[src/rtl/tftp_tx_encode.sv]
// ---------------------------------------------------------------------------
// tftp_tx_encode
// Builds one outgoing TFTP packet per start request and streams it byte by
// byte over a valid/ready interface.
//   DATA  : 00 03 blk_hi blk_lo + payload read from byte memory (0..512 bytes)
//   ERROR : 00 05 00 01 "File not found" 00 (19 bytes)
//
// Ports
//   clk, reset_n           clock, asynchronous active-low reset
//   start                  one-cycle build request (honoured in IDLE only)
//   pkt_type               0 = DATA, 1 = ERROR
//   block_num              TFTP block number (DATA only)
//   base_addr              file base address in memory
//   data_len               payload length, clamped to 512
//   mem_rd / mem_addr      memory read strobe and byte address
//   mem_data               memory read data, valid one cycle after mem_rd
//   tx_data/tx_valid/tx_ready/tx_last   outgoing byte stream
//   busy                   packet in progress
//   done                   one-cycle pulse after the final byte is accepted
// ---------------------------------------------------------------------------
module tftp_tx_encode (
    input  logic        clk,
    input  logic        reset_n,
    input  logic        start,
    input  logic        pkt_type,
    input  logic [15:0] block_num,
    input  logic [15:0] base_addr,
    input  logic [9:0]  data_len,
    output logic        mem_rd,
    output logic [15:0] mem_addr,
    input  logic [7:0]  mem_data,
    output logic [7:0]  tx_data,
    output logic        tx_valid,
    input  logic        tx_ready,
    output logic        tx_last,
    output logic        busy,
    output logic        done
);

    typedef enum logic [2:0] {IDLE, HDR, PAY_RD, PAY_TX, ERR_MSG, FIN} state_t;

    state_t      state;
    logic        is_err;
    logic [15:0] blk;
    logic [15:0] page;     // base_addr + ((block_num-1) << 9), mod 2^16
    logic [9:0]  len;      // clamped payload length
    logic [9:0]  idx;      // payload byte index
    logic [3:0]  cnt;      // header / error-message byte index
    logic        cap;      // first PAY_TX cycle: mem_data is valid now

    logic xfer;
    assign xfer = tx_valid & tx_ready;

    function automatic logic [7:0] hdr_byte(input logic [1:0] i, input logic err,
                                            input logic [15:0] b);
        case (i)
            2'd0:    hdr_byte = 8'h00;
            2'd1:    hdr_byte = err ? 8'h05 : 8'h03;
            2'd2:    hdr_byte = err ? 8'h00 : b[15:8];
            default: hdr_byte = err ? 8'h01 : b[7:0];
        endcase
    endfunction

    // "File not found" followed by the 00 terminator.
    function automatic logic [7:0] err_char(input logic [3:0] i);
        case (i)
            4'd0:    err_char = 8'h46;
            4'd1:    err_char = 8'h69;
            4'd2:    err_char = 8'h6C;
            4'd3:    err_char = 8'h65;
            4'd4:    err_char = 8'h20;
            4'd5:    err_char = 8'h6E;
            4'd6:    err_char = 8'h6F;
            4'd7:    err_char = 8'h74;
            4'd8:    err_char = 8'h20;
            4'd9:    err_char = 8'h66;
            4'd10:   err_char = 8'h6F;
            4'd11:   err_char = 8'h75;
            4'd12:   err_char = 8'h6E;
            4'd13:   err_char = 8'h64;
            default: err_char = 8'h00;
        endcase
    endfunction

    // NOTE: all state uses non-blocking assignments so every register in this
    // block sees the pre-edge value of every other, independent of statement order.
    always_ff @(posedge clk or negedge reset_n) begin
        if (!reset_n) begin
            state    <= IDLE;
            is_err   <= 1'b0;
            blk      <= 16'd0;
            page     <= 16'd0;
            len      <= 10'd0;
            idx      <= 10'd0;
            cnt      <= 4'd0;
            cap      <= 1'b0;
            mem_rd   <= 1'b0;
            mem_addr <= 16'd0;
            tx_data  <= 8'd0;
            tx_valid <= 1'b0;
            tx_last  <= 1'b0;
            busy     <= 1'b0;
            done     <= 1'b0;
        end else begin
            done <= 1'b0;  // pulse; re-asserted only on the final handshake
            case (state)
                IDLE: begin
                    if (start) begin
                        is_err   <= pkt_type;
                        blk      <= block_num;
                        page     <= base_addr + ((block_num - 16'd1) << 9);
                        len      <= (data_len > 10'd512) ? 10'd512 : data_len;
                        idx      <= 10'd0;
                        cnt      <= 4'd0;
                        busy     <= 1'b1;
                        tx_data  <= 8'h00;
                        tx_valid <= 1'b1;
                        tx_last  <= 1'b0;
                        state    <= HDR;
                    end
                end
                HDR: begin
                    if (xfer) begin
                        if (cnt == 4'd3) begin
                            cnt <= 4'd0;
                            if (is_err) begin
                                tx_data <= err_char(4'd0);
                                tx_last <= 1'b0;
                                state   <= ERR_MSG;
                            end else if (len == 10'd0) begin
                                tx_valid <= 1'b0;
                                tx_last  <= 1'b0;
                                busy     <= 1'b0;
                                done     <= 1'b1;
                                state    <= FIN;
                            end else begin
                                tx_valid <= 1'b0;
                                mem_rd   <= 1'b1;
                                mem_addr <= page;
                                state    <= PAY_RD;
                            end
                        end else begin
                            cnt     <= cnt + 4'd1;
                            tx_data <= hdr_byte(cnt[1:0] + 2'd1, is_err, blk);
                            // Empty DATA packet ends on header byte 3.
                            tx_last <= !is_err && (len == 10'd0) && (cnt == 4'd2);
                        end
                    end
                end
                PAY_RD: begin
                    mem_rd <= 1'b0;
                    cap    <= 1'b1;
                    state  <= PAY_TX;
                end
                PAY_TX: begin
                    if (cap) begin
                        cap      <= 1'b0;
                        tx_data  <= mem_data;
                        tx_valid <= 1'b1;
                        tx_last  <= (idx == len - 10'd1);
                    end else if (xfer) begin
                        tx_valid <= 1'b0;
                        tx_last  <= 1'b0;
                        if (idx == len - 10'd1) begin
                            busy  <= 1'b0;
                            done  <= 1'b1;
                            state <= FIN;
                        end else begin
                            idx      <= idx + 10'd1;
                            mem_rd   <= 1'b1;
                            mem_addr <= page + {6'd0, idx} + 16'd1;
                            state    <= PAY_RD;
                        end
                    end
                end
                ERR_MSG: begin
                    if (xfer) begin
                        if (cnt == 4'd14) begin
                            tx_valid <= 1'b0;
                            tx_last  <= 1'b0;
                            busy     <= 1'b0;
                            done     <= 1'b1;
                            state    <= FIN;
                        end else begin
                            cnt     <= cnt + 4'd1;
                            tx_data <= err_char(cnt + 4'd1);
                            tx_last <= (cnt == 4'd13);
                        end
                    end
                end
                FIN:     state <= IDLE;
                default: state <= IDLE;
            endcase
        end
    end

endmodule
[config.mk]
export PLATFORM = sky130hd
export DESIGN_NAME = tftp_tx_encode
export DESIGN_NICKNAME = d
export VERILOG_FILES = /design/src/rtl/tftp_tx_encode.sv
export SDC_FILE = /design/constraint.sdc
export NUM_CORES = 1
export LEC_CHECK = 0
export BUFFER_PORTS_ARGS = -buffer_cell sky130_fd_sc_hd__buf_2
export CAP_MARGIN = 10
export CORE_ASPECT_RATIO = 1.2
export CORE_UTILIZATION = 55
export DETAILED_ROUTE_END_ITERATION = 12
export PLACE_DENSITY = 0.77
export SLEW_MARGIN = 20
export SYNTH_ARGS = -nofsm -noshare
export SYNTH_HDL_FRONTEND = slang
export SYNTH_SLANG_ARGS = --single-unit
[constraint.sdc]
create_clock -name clk -period 3.2 [get_ports clk]
set_input_delay 0 -clock clk [delete_from_list [all_inputs] [get_ports clk]]
set_output_delay 0 -clock clk [all_outputs]
set_load 0.005 [all_outputs]
## After elaboration in Yosys (flattened, before gate mapping)

Memories as Yosys holds them, arrays and structs flattened.
Index checks and enable logic that the tools add are counted.

- Memory bits (read-only): 112
- Register bits after elaboration: 90
- Output and inout bits: 29
- Memories: 1

- Equality and inequality tests: 28
- Mux-type cells: 87
- Bitwise operators: 1
- Reductions and logical operators: 22
- $add $sub $neg: 8
- $lt $le $gt $ge: 1

Memory list:

| memory | depth | bits a word | read ports | clocked after Yosys merged registers in | write ports | line | source |
|---|---|---|---|---|---|---|---|
| (name not given) | 16 | 7 | 1 | 0 | 0 | 66 | `case (i)` |

Operator list:

| operator | number |
|---|---|
| two-way mux 16 bit | 7 |
| two-way mux 8 bit | 9 |
| two-way mux 10 bit | 5 |
| two-way mux 1 bit | 38 |
| two-way mux 3 bit | 11 |
| one-hot mux 16 bit (2 select lines) | 1 |
| one-hot mux 8 bit (4 select lines) | 1 |
| != test 2 bit, second input constant | 14 |
| one-hot mux 8 bit (3 select lines) | 1 |
| AND reduction 8 bit | 3 |
| two-way mux 4 bit | 5 |
| one-hot mux 10 bit (2 select lines) | 1 |
| adder 16 x 1 -> 16 bit, second input constant | 1 |
| adder 16 x 10 -> 16 bit | 1 |
| adder 16 bit | 1 |
| one-hot mux 3 bit (5 select lines) | 1 |
| AND reduction 7 bit | 2 |
| one-hot mux 1 bit (4 select lines) | 3 |
| one-hot mux 4 bit (3 select lines) | 1 |
| AND reduction 11 bit | 1 |
| adder 10 x 1 -> 10 bit, second input constant | 1 |
| == test 10 bit | 1 |
| > comparator 10 bit, second input constant | 1 |
| zero test 10 bit | 1 |
| 26 further kinds | 36 |

## Logic depth before layout (Yosys ltp)

Gate-level depths: netlist of run 1.

- Depth after elaboration: 6
- Depth in mapped cells: 11
- Mapped depth without buffers: 11

## Worst setup path before layout of run 1

No wires, ideal clock.

- Path kind: register to register
- From: reg idx[0]
- To: reg mem_addr[12]
- Cell stages (with the launch flop): 12
- Setup time: 0.125 ns
- Arrival: 2.749 ns
- Slack: 0.327 ns
- Path buffers: 0
- Path through: dfrtp_1 -> inv_1 -> ha_1 -> inv_1 -> fa_1 -> a21o_1 -> a2111oi_0 -> a21oi_1 -> a41oi_1 -> nor2_1 -> xor2_1 -> mux2_2

- Longest elaborated chain between the ends: 6
- Elaborated cells on any way between the ends: 9
- Those cells by class: add/sub (2); eq/ne (2); mux (4); reduce/logical (1)

Ends and longest elaborated chain:

| what | line | source |
|---|---|---|
| start, declared | 47 | `logic [9:0] idx;` |
| start signal, assigned | 169 | `idx <= idx + 10'd1;` |
| adder 16 x 10 -> 16 bit | 171 | `mem_addr <= page + {6'd0, idx} + 16'd1;` |
| adder 16 x 1 -> 16 bit | 171 |  |
| two-way mux 16 bit | 164 | `if (idx == len - 10'd1) begin` |
| two-way mux 16 bit | 161 | `end else if (xfer) begin` |
| two-way mux 16 bit | 156 | `if (cap) begin` |
| one-hot mux 16 bit (2 select lines) | 106 | `case (state)` |
| end signal, assigned | 139 | `mem_addr <= page;` |
| end signal, assigned | 171 |  |
| end, declared | 30 | `output logic [15:0] mem_addr,` |

Several ways; a longest one is shown, not always the timed one. The select of a mux whose other input is x is not followed.
A chain may end at the register's enable or synchronous reset.

## Worst setup path in the final report of run 1

- From: reg idx[0]
- To: reg mem_addr[14]

The elaborated chain is that of the path after synthesis.

==> impl_results.md, run 1 <==
* Vias/cell at approximately 5.9
* Slew HR at 39.5%
* Pwr/cell area at approximately 350 nW/um2
* Crit path DAT at approximately 3.2 ns
* Final Wtd Congestion at around 0.9
* Synth Warn # at 0
* WP buf/inv at 3
* CP max stage cell: a2111oi_1
* DRT iter0 DRCs at 308
* DRT antenna net count at 0
* Multi-input gate area at 3290 um2
* Max Cap Viol at 0
* Clock transition at path regs at ~0.07 ns
* Post-synth EDFFs at 0
* Share of layout cells above drive strength 1 at between 10% and 20%
* CTS Buf Count at 9
* Reg area at 2250 um2
* Critical path cell sequence: inv_1, ha_1, inv_1, fa_1, a21o_1, a2111oi_1, buf_4, a21oi_1, a41oi_2, nor2_1, xor2_1, mux2_4
* Syn Nets at about 740
* 1st-pass router iterations at 5
* Tmin final at about 3 ns
* Post-CTS Setup Inserts at 0
* Total gr overflow at 0
* Leakage at 3.52 nW
* H-Tree Level Count at 3
* P&R area growth vs syn at 23.1%
* Critical path required time at between 3 and 4 ns
* First-pass GRT wire length at roughly 25000 um
* Full die area at roughly 11000 um2
* Via count at ~5300
* Core Area at roughly 10000 um2
* Antenna violations before repair at 0
* CP delay by family, top: compound AO/OA/AOI/OAI gates
* Distinct cells, synth at 67
* Dpl cells at ~840
* Largest cells by area after synthesis: dfrtp_1 (39%), nand2_1 (9.8%), ha_1 (6.1%), o21ai_0 (3.8%), xor2_1 (3.5%)
* Vias in the first global route at between 5000 and 6000
* Final Hold Viols at 0
* RSZ-0062 raised after global routing: no
* Nets at ~860
* Worst setup EP type: flip-flop
* # setup viols final at 0
* Final wirelength at between 15000 and 20000 um
* DIE HEIGHT at 114 um
* Max clock buf depth at 2
* GRT Total Usage at between 20% and 30%
* Mapped Area at approximately 5700 um2
* Max-slew violations at 0
* Critical Path Start Type: flip-flop
* Critical path type: flip-flop to flip-flop
* Cell accounting for the most synthesized area: dfrtp_1
* Die width at approximately 95 um
* Max stage delay on crit path at ~0.47 ns
* Status: complete, no violations
* Initial Util at between 50% and 60%
* Final std cells w/o fill at ~900
* IO Port Bufs at between 80 and 90
* Worst Path Max Fanout at 6
* Achievable frequency at around 0.33 GHz
* Cells after Synth at roughly 650
* ANT cells at 0
* Largest net degree at the start of global routing at 71
* Clock latency at the later pin of the worst-skew pair at approximately 0.34 ns
* Synthesized flop and latch total at 90
* Row cnt at 40
* Clock sink total at 90
* Synth Flop Type: dfrtp_1
* FFs w/ async S/R, synth at 100%
* Count leader, synth: nand2_1
* DP HPWL at 10200 um
* Sequential share of the synthesized area at between 30% and 40%
* Max IR drop VDD at 0.268 mV
* CTS tree: yes
* Wire per inst at 16.8 um
* Tcrit/Tclk final at between 90 and 100%
* Residual DRC count at 0
* Post-synth top cells: nand2_1 (149), dfrtp_1 (90), nor2_1 (44)
* Worst-margin pin slew at slightly above 0.9 ns
* Boundary pin count at 84
* Cell mode on critical path: inv_1
* Setup TNS at 0 ns
* Fill cells at 766
* Mean Syn Cell Area at 8.79 um2
* HP Class: primary input to flip-flop
* Share of the synthesized area in the top cell type at about two fifths
* Clock Skews at about 0.0081 ns
* CTS Root Cell: clkbuf_16
-- sequential cells by signal (all words and copies together) (netlist names), 3 cells and up --
name / cells
blk: 16
cnt: 4
idx: 10
len: 10
mem_addr: 16
page: 16
state: 3
tx_data: 8
-- through the flow --
step                      setup WS (ns)  cell area [um2]  hold slack [ns]  util [%]  power, W
after floorplan                   0.327             5730           -0.296         -   0.00122
after global placement            0.121             6270            0.179      62.4   0.00129
after detailed placement         0.0507             6270            0.190      62.4   0.00129
after CTS                         0.103             7050           0.0196      70.1   0.00247
after global routing             0.0518             7060           0.0462      70.2   0.00254
final                             0.210             7060           0.0179      70.2   0.00247
-- layout by cell type, fill, tap and decap left out, drive strengths merged, types with 4 or more instances in the layout --
cell | netlist | layout
nor3 | 10 | 10
nand2 | 150 | 150
o21a | 5 | 5
ha | 28 | 28
a21oi | 29 | 29
clkbuf | 26 | 9
inv | 16 | 17
and3 | 8 | 8
nand3 | 11 | 11
nor2b | 8 | 8
mux2i | 4 | 4
nand3b | 8 | 8
dfrtp | 90 | 90
a31o | 5 | 5
xnor2 | 16 | 16
a22o | 7 | 7
nor4 | 5 | 5
dlygate4sd3 | 0 | 45
o21ai | 43 | 43
nor2 | 44 | 44
buf | 7 | 97
xor2 | 23 | 23
a21o | 6 | 6
and2 | 5 | 5
a31oi | 6 | 6
nand2b | 7 | 7
nand4 | 6 | 6
mux2 | 21 | 21
a211oi | 5 | 5
-- area by class of cell --
class | instances | area share (%)
clock buffers | 9 | 3.19
clock inverters | 7 | 1.44
inverters | 16 | 0.851
multi-input cells | 513 | 46.6
flip-flops and latches | 90 | 31.9
well taps | 126 | 2.23
repair buffers | 142 | 13.8
-- worst min-delay path, stage by stage --
cell     delay [ns]
buf_2          0.11
inv_1          0.11
o21ai_0        0.10
-- report_power, final --
group | internal (W) | leakage (nW) | switching, W
sequential | 0.00114 | 1.20 | 0
combinational | 0.0000922 | 2.17 | 0.0000795
clock | 0.000690 | 0.152 | 0.000467
-- logic make-up after synthesis --
kind of cell | count (synthesis) | share of synthesized area [%]
AOI/OAI and AO/OA | 148 | 17.5
DFF | 90 | 39.3
xor gates and xnor gates | 39 | 5.96
muxes | 25 | 5.41
buffers and inverters | 49 | 3.51
and+or+nand+nor | 271 | 21.5
adders and majority gates | 30 | 6.81
-- path summary, 6_finish.rpt --
path / startpoint / to / slack [ns] / cells after the start
max in group asynchronous: reset_n / blk[4] / 2.03 / 3
setup reg to reg: idx[0] / mem_addr[14] / 0.21 / 12
hold / removal: block_num[0] / blk[0] / 0.02 / 3
min in group asynchronous: reset_n / tx_valid / 0.32 / 2
hold reg to reg: tx_data[5] / tx_data[5] / 0.47 / 2
setup / recovery: idx[0] / mem_addr[14] / 0.21 / 12
-- repair_timing --
| item | CTS | global route |
|---|---|---|
| hold buffers | 45 | 0 |
| endpoints found under the setup margin | 1 | 2 |
| resized for setup | 1 | 1 |
| endpoints found under the hold margin | 110 | 0 |
-- routing by layer --
layer / track usage (%) / part of all wire (%) / wire length (um)
met5: 0 / 0 / 0
met4: 14.4 / 3.0 / 460
met3: 4.40 / 4.3 / 657
met2: 49.3 / 51 / 7740
met1: 37.9 / 42 / 6290
Power figures use the tool's default switching activity.
==> inputs of run 2 (changes only) <==
- CORE_UTILIZATION: 55 -> 58
- PLACE_DENSITY: 0.77 -> 0.81
==> run 2 against run 1 <==
Die area decreased by 5.1%. Hold slack got worse by 0.0085 ns. Non-clock buffer count decreased by 2. Critical path depth unchanged.
==> impl_results.md, run 2 (synthesis results as in run 1) <==
* DP HPWL at 10200 um (-0.27%)
* Final Hold Viols at 0 (unchanged)
* Residual DRC count at 0 (unchanged)
* Logic pwr share at 6.9% (about the same)
* Sw Ratio at 21.7% (-0.50 points)
* Clock transition at path regs at 0.07 ns (about the same)
* Worst setup EP type: flip-flop
* GRT Total Usage at 31.6% (+1.8 points)
* Nets at 855 (-0.23%)
* Slew HR at 32.5% (-7.0 points)
* DRT iter0 DRCs at 487 (+58%)
* Row cnt at 39 (-2.5%)
* Worst-margin pin slew at 1.01 ns (+0.103 ns)
* Multi-input gate area at 3290 um2 (unchanged)
* IO Port Bufs at 83 (unchanged)
* # setup viols final at 0 (unchanged)
* P&R area growth vs syn at 23.0% (about the same)
* Final Wtd Congestion at 0.904 (about the same)
* CTS tree: yes
* Tmin final at 2.91 ns (-0.0771 ns)
* Final wirelength at 15500 um (+2.4%)
* Clock power share at 48.4% (+1.5 points)
* Reg area at 2250 um2 (unchanged)
* Final std cells w/o fill at 898 (-0.55%)
* Most frequent cells in the layout: nand2_1 (149), dfrtp_1 (90), buf_2 (82), nor2_1 (44), dlygate4sd3_1 (44)
* Fin worst setup slack at 0.287 ns (+0.0771 ns)
* Initial Util at 59.9% (+3.0 points)
* Achievable frequency at 0.343 GHz (+2.6%)
* Setup TNS at 0 ns (unchanged)
* Share of layout cells above drive strength 1 at 19.0% (-0.080 points)
* Regs by FF count: blk x16, mem_addr x16, page x16
* Worst Path Max Fanout at 6 (unchanged)
* Setup WS pre-CTS at 0.103 ns (+0.0518 ns)
* Commonest non-fill, non-tap cell in the layout: nand2_1
* Critical path type: flip-flop to flip-flop
* CTS Root Cell: clkbuf_16
* Full die area at 10300 um2 (-5.1%)
* Pwr/cell area at 360 nW/um2 (+3.2%)
* DIE HEIGHT at 111 um (-2.6%)
* Max clock buf depth at 2 (unchanged)
* Largest net degree at the start of global routing at 70 (-1.4%)
* Clock Skews at 0.00811 ns (+0.0000178 ns)
* Max Cap Viol at 0 (unchanged)
* Vias/cell at 6.00 (+2.5%)
* Clock latency at the later pin of the worst-skew pair at 0.35 ns (about the same)
* Dpl cells at 838 (-0.48%)
* Gr busiest metal: met2
* Met3 Usage GRT at 4.32% (-0.079 points)
* H-Tree Level Count at 3 (unchanged)
* Via count at 5389 (+2.0%)
* 1st-pass router iterations at 6 (+1)
* Tcrit/Tclk final at 91.0% (-2.4 points)
* Register share of total power at 44.7% (-1.4 points)
* HP Class: primary input to flip-flop
* Antenna violations before repair at 0 (unchanged)
* Max IR drop VDD at 0.265 mV (-1.1%)
* Fin area at 7050 um2 (about the same)
* NetSw at 0.000551 W (+0.80%)
* Crit path DAT at 3.15 ns (-0.07 ns)
* Total gr overflow at 0 (unchanged)
* First-pass GRT wire length at 25500 um (+2.6%)
* Boundary pin count at 84 (unchanged)
* ANT cells at 0 (unchanged)
* RSZ-0062 raised after global routing: no
* Critical path required time at 3.43 ns (about the same)
* Leakage at 3.52 nW (-0.12%)
* Critical Path Start Type: flip-flop
* Int Pwr at 0.00199 W (+3.8%)
* Placed Area at 6260 um2 (-0.18%)
* Core Area at 9560 um2 (-4.9%)
* Post-CTS Setup Inserts at 0 (unchanged)
* Vias in the first global route at 5392 (+2.6%)
* Status: complete, no violations
* DRT antenna net count at 0 (unchanged)
* Clock sink total at 90 (unchanged)
* Fill cells at 668 (-13%)
* Max-slew violations at 0 (unchanged)
* Die width at 92.8 um (-2.6%)
* Met1 usage at 39.2% (+1.3 points)
* Wire per inst at 17.3 um (+3.0%)
* CTS Buf Count at 9 (unchanged)
* Met2 Use GR at 53.4% (+4.1 points)
==> run 2: cell type report <==
class	instances	area share, %
Clock buffer	9	3.19
Clock inverter	7	1.67
Inverter	16	0.852
Multi-Input combinational cell	513	46.6
Sequential cell	90	31.9
Tap cell	123	2.18
Timing Repair Buffer	140	13.6
==> run 2: metal layers <==
metal / wire (um) / vias to the layer above / part of all wire, %
li1: - / 2525 / -
met1: 6220 / 2582 / 40
met2: 7900 / 230 / 51
met3: 841 / 52 / 5.4
met4: 553 / 0 / 3.6
met5: 0 / - / 0
==> run 2: final timing paths <==
kind	depth (start not counted)	end	slack [ns]	startpoint
max	12	mem_addr[14]	0.29	idx[0]
min	3	blk[1]	0.009	block_num[1]
max reg2reg	12	mem_addr[14]	0.29	idx[0]
min reg2reg	2	tx_data[0]	0.48	tx_data[0]
max in group asynchronous	3	mem_addr[6]	2.08	reset_n
min in group asynchronous	2	busy	0.30	reset_n
==> run 2: power groups by stage <==
stage,Sequential (W),Combinational [W],Clock [W]
3_5_place_dp,0.00116,0.000131,0
5_1_grt,0.00114,0.000193,0.00128
4_1_cts,0.00114,0.000171,0.00123
6_report,0.00114,0.000175,0.00123
3_3_place_gp,0.00116,0.000128,0
2_1_floorplan,0.00116,0.0000563,0
==> run 2: metrics by stage <==
stage,total power [W],utilization [%],hold slack (ns)
after floorplan,0.00122,-,-0.296
after global placement,0.00129,65.5,0.169
after detailed placement,0.00129,65.5,0.178
after CTS,0.00254,73.7,0.00967
after global routing,0.00261,73.7,0.0323
final,0.00254,73.7,0.00943
==> run 2: timing repair <==
action,in CTS,in global routing
resized for setup,0,2
endpoints found under the hold margin,108,0
endpoints found under the setup margin,0,2
hold buffers,44,0
==> run 2: critical path, stage by stage, from the launching register on <==
cell and delay (ns):
dfrtp_1 0.44, inv_1 0.08, ha_1 0.16, inv_1 0.06
fa_1 0.39, a21o_1 0.18, a2111oi_1 0.41, buf_4 0.19
a21oi_1 0.10, a41oi_2 0.29, nor2_1 0.09, xor2_1 0.15
mux2_4 0.26
==> inputs of run 3 (changes only) <==
- ABC_AREA: unset -> 1
- CORE_UTILIZATION: 58 -> 59
- PLACE_DENSITY: 0.81 -> 0.82
==> run 3 against run 2 <==
Fmax rose by 12%. Synthesized area rose by 7.4%. Power fell by 0.58%. Clock skew fell by 0.0020 ns. Clock power barely moved. Non-clock buffer count fell by 10. Global-route usage rose by 1.4 points. Sequential power barely moved. Clock-buffer cell count rose by 1.
==> impl_results.md, run 3 <==
* Final wirelength at 16600 um (+7.0%)
* Full die area at 10800 um2 (+5.4%)
* Achievable frequency at 0.386 GHz (+12%)
* CTS tree: yes
* Synth Flop Type: dfrtp_1
* DRT iter0 DRCs at 306 (-37%)
* WHS at 0.0173 ns (+0.00783 ns)
* H-Tree Level Count at 3 (unchanged)
* Critical path cell sequence: inv_1, nand2_2, nor2_1, nand2_1, buf_4, nor2_1, nand2_1, dlygate4sd3_1, o21ai_0
* Adder-cell share of the synthesized area at 6.34% (-0.47 points)
* Residual DRC count at 0 (unchanged)
* Max clock buf depth at 2 (unchanged)
* Sequential share of the synthesized area at 36.6% (-2.7 points)
* Dpl cells at 1064 (+27%)
* 1st-pass router iterations at 5 (-1)
* Crit Reg-Reg Startpoint: state[0]
* Most frequent cells in the layout: nand2_1 (321), inv_1 (90), dfrtp_1 (90), buf_2 (82), nand3_1 (60)
* Clock transition at path regs at 0.06 ns (about the same)
* Initial Util at 61.2% (+1.3 points)
* HP Class: primary input to flip-flop
* Nets at 1077 (+26%)
* Mapped Area at 6160 um2 (+7.4%)
* Max IR drop VDD at 0.366 mV (+38%)
* RR Endpoint: len[8]
* Total gr overflow at 0 (unchanged)
* Worst-case reg-to-reg path depth at 9 (-3)
* Tcrit/Tclk final at 81.0% (-10 points)
* Critical Path Start Type: flip-flop
* Row cnt at 40 (+2.6%)
* Clock latency at the later pin of the worst-skew pair at 0.35 ns (about the same)
* Vias/cell at 5.44 (-9.4%)
* DIE HEIGHT at 114 um (+2.7%)
* Final Hold Viols at 0 (unchanged)
* Die width at 95.2 um (+2.7%)
* DP HPWL at 11500 um (+12%)
* WHS Path Cells at 4 (+1)
* Max Cap Viol at 0 (unchanged)
* Post-synthesis mux area share at 0% (-5.4 points)
* Mean Syn Cell Area at 7.03 um2 (-20%)
* Clock Skews at 0.00609 ns (-0.00202 ns)
* CTS Buf Count at 9 (unchanged)
* Synthesized flop and latch total at 90 (unchanged)
* Worst Path Max Fanout at 30 (+24)
* First-pass GRT wire length at 27300 um (+7.1%)
* Worst-margin pin slew at 0.980 ns (-0.0303 ns)
* Post-synth top cells: nand2_1 (321), dfrtp_1 (90), inv_1 (90)
* Slew HR at 33.8% (+1.3 points)
* P&R area growth vs syn at 20.2%
* Syn Nets at 961 (+30%)
* FFs w/ async S/R, synth at 100% (unchanged)
* Core Area at 10100 um2 (+5.2%)
* Via count at 6105 (+13%)
* Regs by FF count: blk x16, mem_addr x16, page x16
* Distinct cells, synth at 47 (-30%)
* Fin area at 7400 um2 (+4.9%)
* Count leader, synth: nand2_1
* Post-synth EDFFs at 0 (unchanged)
* Cell accounting for the most synthesized area: dfrtp_1
* CP max stage cell: dlygate4sd3_1
* Max-slew violations at 0 (unchanged)
* Largest cells by area after synthesis: dfrtp_1 (37%), nand2_1 (20%), ha_1 (5.7%), inv_1 (5.5%), nand3_1 (4.9%)
* # setup viols final at 0 (unchanged)
* Tmin final at 2.59 ns (-0.320 ns)
* GRT Total Usage at 33.0% (+1.4 points)
* Share of layout cells above drive strength 1 at 13.3% (-5.6 points)
* Leakage at 3.99 nW (+14%)
* Final Wtd Congestion at 0.903 (about the same)
* Clock sink total at 90 (unchanged)
* Max stage delay on crit path at 0.57 ns (+0.13 ns)
* Post-synthesis compound-gate area fraction at 9.63% (-7.9 points)
* Placed Area at 6630 um2 (+5.8%)
* Boundary pin count at 84 (unchanged)
* Vias in the first global route at 5900 (+9.4%)
* ANT cells at 0 (unchanged)
* Final std cells w/o fill at 1123 (+25%)
* Hold_sp: base_addr[9]
* Largest family of logic cells by synthesized area: simple AND/OR/NAND/NOR gates
* Xor/xnor cell area share of the yosys netlist at 3.27% (-2.7 points)
* IO Port Bufs at 83 (unchanged)
* Fill cells at 824 (+23%)
* Share of the synthesized area in the top cell type at 36.6% (-2.7 points)
* Cells after Synth at 876 (+34%)
* Wire per inst at 14.8 um (-14%)
* Synth Warn # at 0 (unchanged)
* Critical path type: flip-flop to flip-flop
* Critical path required time at 3.46 ns (+0.03 ns)
* Commonest non-fill, non-tap cell in the layout: nand2_1
* Largest net degree at the start of global routing at 77 (+10%)
* Hold path endpoint: page[9]
* Crit path DAT at 2.85 ns (-0.30 ns)
* DRT antenna net count at 0 (unchanged)
* CTS Root Cell: clkbuf_16
* Simple-Gate Fraction of Synth Area at 35.8% (+14 points)
* RSZ-0062 raised after global routing: no
* Setup TNS at 0 ns (unchanged)
* Pwr/cell area at 342 nW/um2 (-5.2%)
* Status: complete, no violations
* Reg2reg setup slack at 0.61 ns (+0.32 ns)
* Worst setup EP type: flip-flop
* Antenna violations before repair at 0 (unchanged)
## run 3: how the worst max path moves through the flow
| stage | from | end | slack [ns] | cells after the start |
|---|---|---|---|---|
| after floorplan | idx[0] | mem_addr[4] | 1.29 | 11 |
| after global placement | len[0] | mem_addr[15] | 0.75 | 11 |
| after detailed placement | len[0] | mem_rd | 0.69 | 10 |
| after CTS | len[0] | mem_addr[9] | 0.65 | 11 |
| after global routing | len[0] | mem_addr[10] | 0.35 | 12 |
| final | state[0] | len[8] | 0.61 | 9 |
## run 3: logic make-up after synthesis
group | after synthesis
and+or+nand+nor | 506
buffers and inverters | 125
AOI/OAI and AO/OA | 102
DFF | 90
adders and majority gates | 30
xor gates and xnor gates | 23
## run 3: area by class of cell
| cell class | instances | area, um2 | area share, % |
|---|---|---|---|
| clock buffers | 10 | 229 | 3.09 |
| flip-flops and latches | 90 | 2250 | 30.4 |
| inverters | 100 | 378 | 5.11 |
| multi-input cells | 661 | 3390 | 45.8 |
| well taps | 126 | 158 | 2.13 |
| clock inverters | 6 | 114 | 1.54 |
| repair buffers | 130 | 878 | 11.9 |
## run 3: what timing repair did
action / 4_1_cts / 5_1_grt
setup endpoints to repair: 0 / 0
buffers inserted: 0 / 0
hold endpoints to repair: 115 / 0
resized for setup: 0 / 0
hold buffers: 43 / 0
## run 3: metrics by stage
step	setup WS, ns	utilization (%)	total power (W)
5_1_grt	0.345	73.6	0.00260
3_3_place_gp	0.751	65.9	0.00128
3_5_place_dp	0.685	65.9	0.00128
2_1_floorplan	1.29	-	0.00121
4_1_cts	0.653	73.6	0.00253
6_report	0.607	73.6	0.00253
## run 3: power by group
part / leakage, nW / switching (W) / total (W) / internal, W
registers: 1.13 / 0 / 0.00114 / 0.00114
clock network: 0.159 / 0.000459 / 0.00123 / 0.000766
logic: 2.70 / 0.0000806 / 0.000165 / 0.0000845
## run 3: critical path, delay by kind of cell (launching register included)
family | cells | cell delay [ns]
buffers and inverters | 3 | 1.07
AND/OR/NAND/NOR | 5 | 0.92
flip-flops | 1 | 0.42
AO/OA/AOI/OAI | 1 | 0.09
## run 3: metal layers
layer / global-route usage, % / share of wire [%] / up-vias / routed length (um)
li1: - / - / 3070 / -
met1: 37.7 / 40 / 2765 / 6710
met2: 56.9 / 49 / 208 / 8140
met3: 5.07 / 4.8 / 62 / 800
met4: 20.4 / 5.6 / 0 / 937
met5: 0 / 0 / - / 0
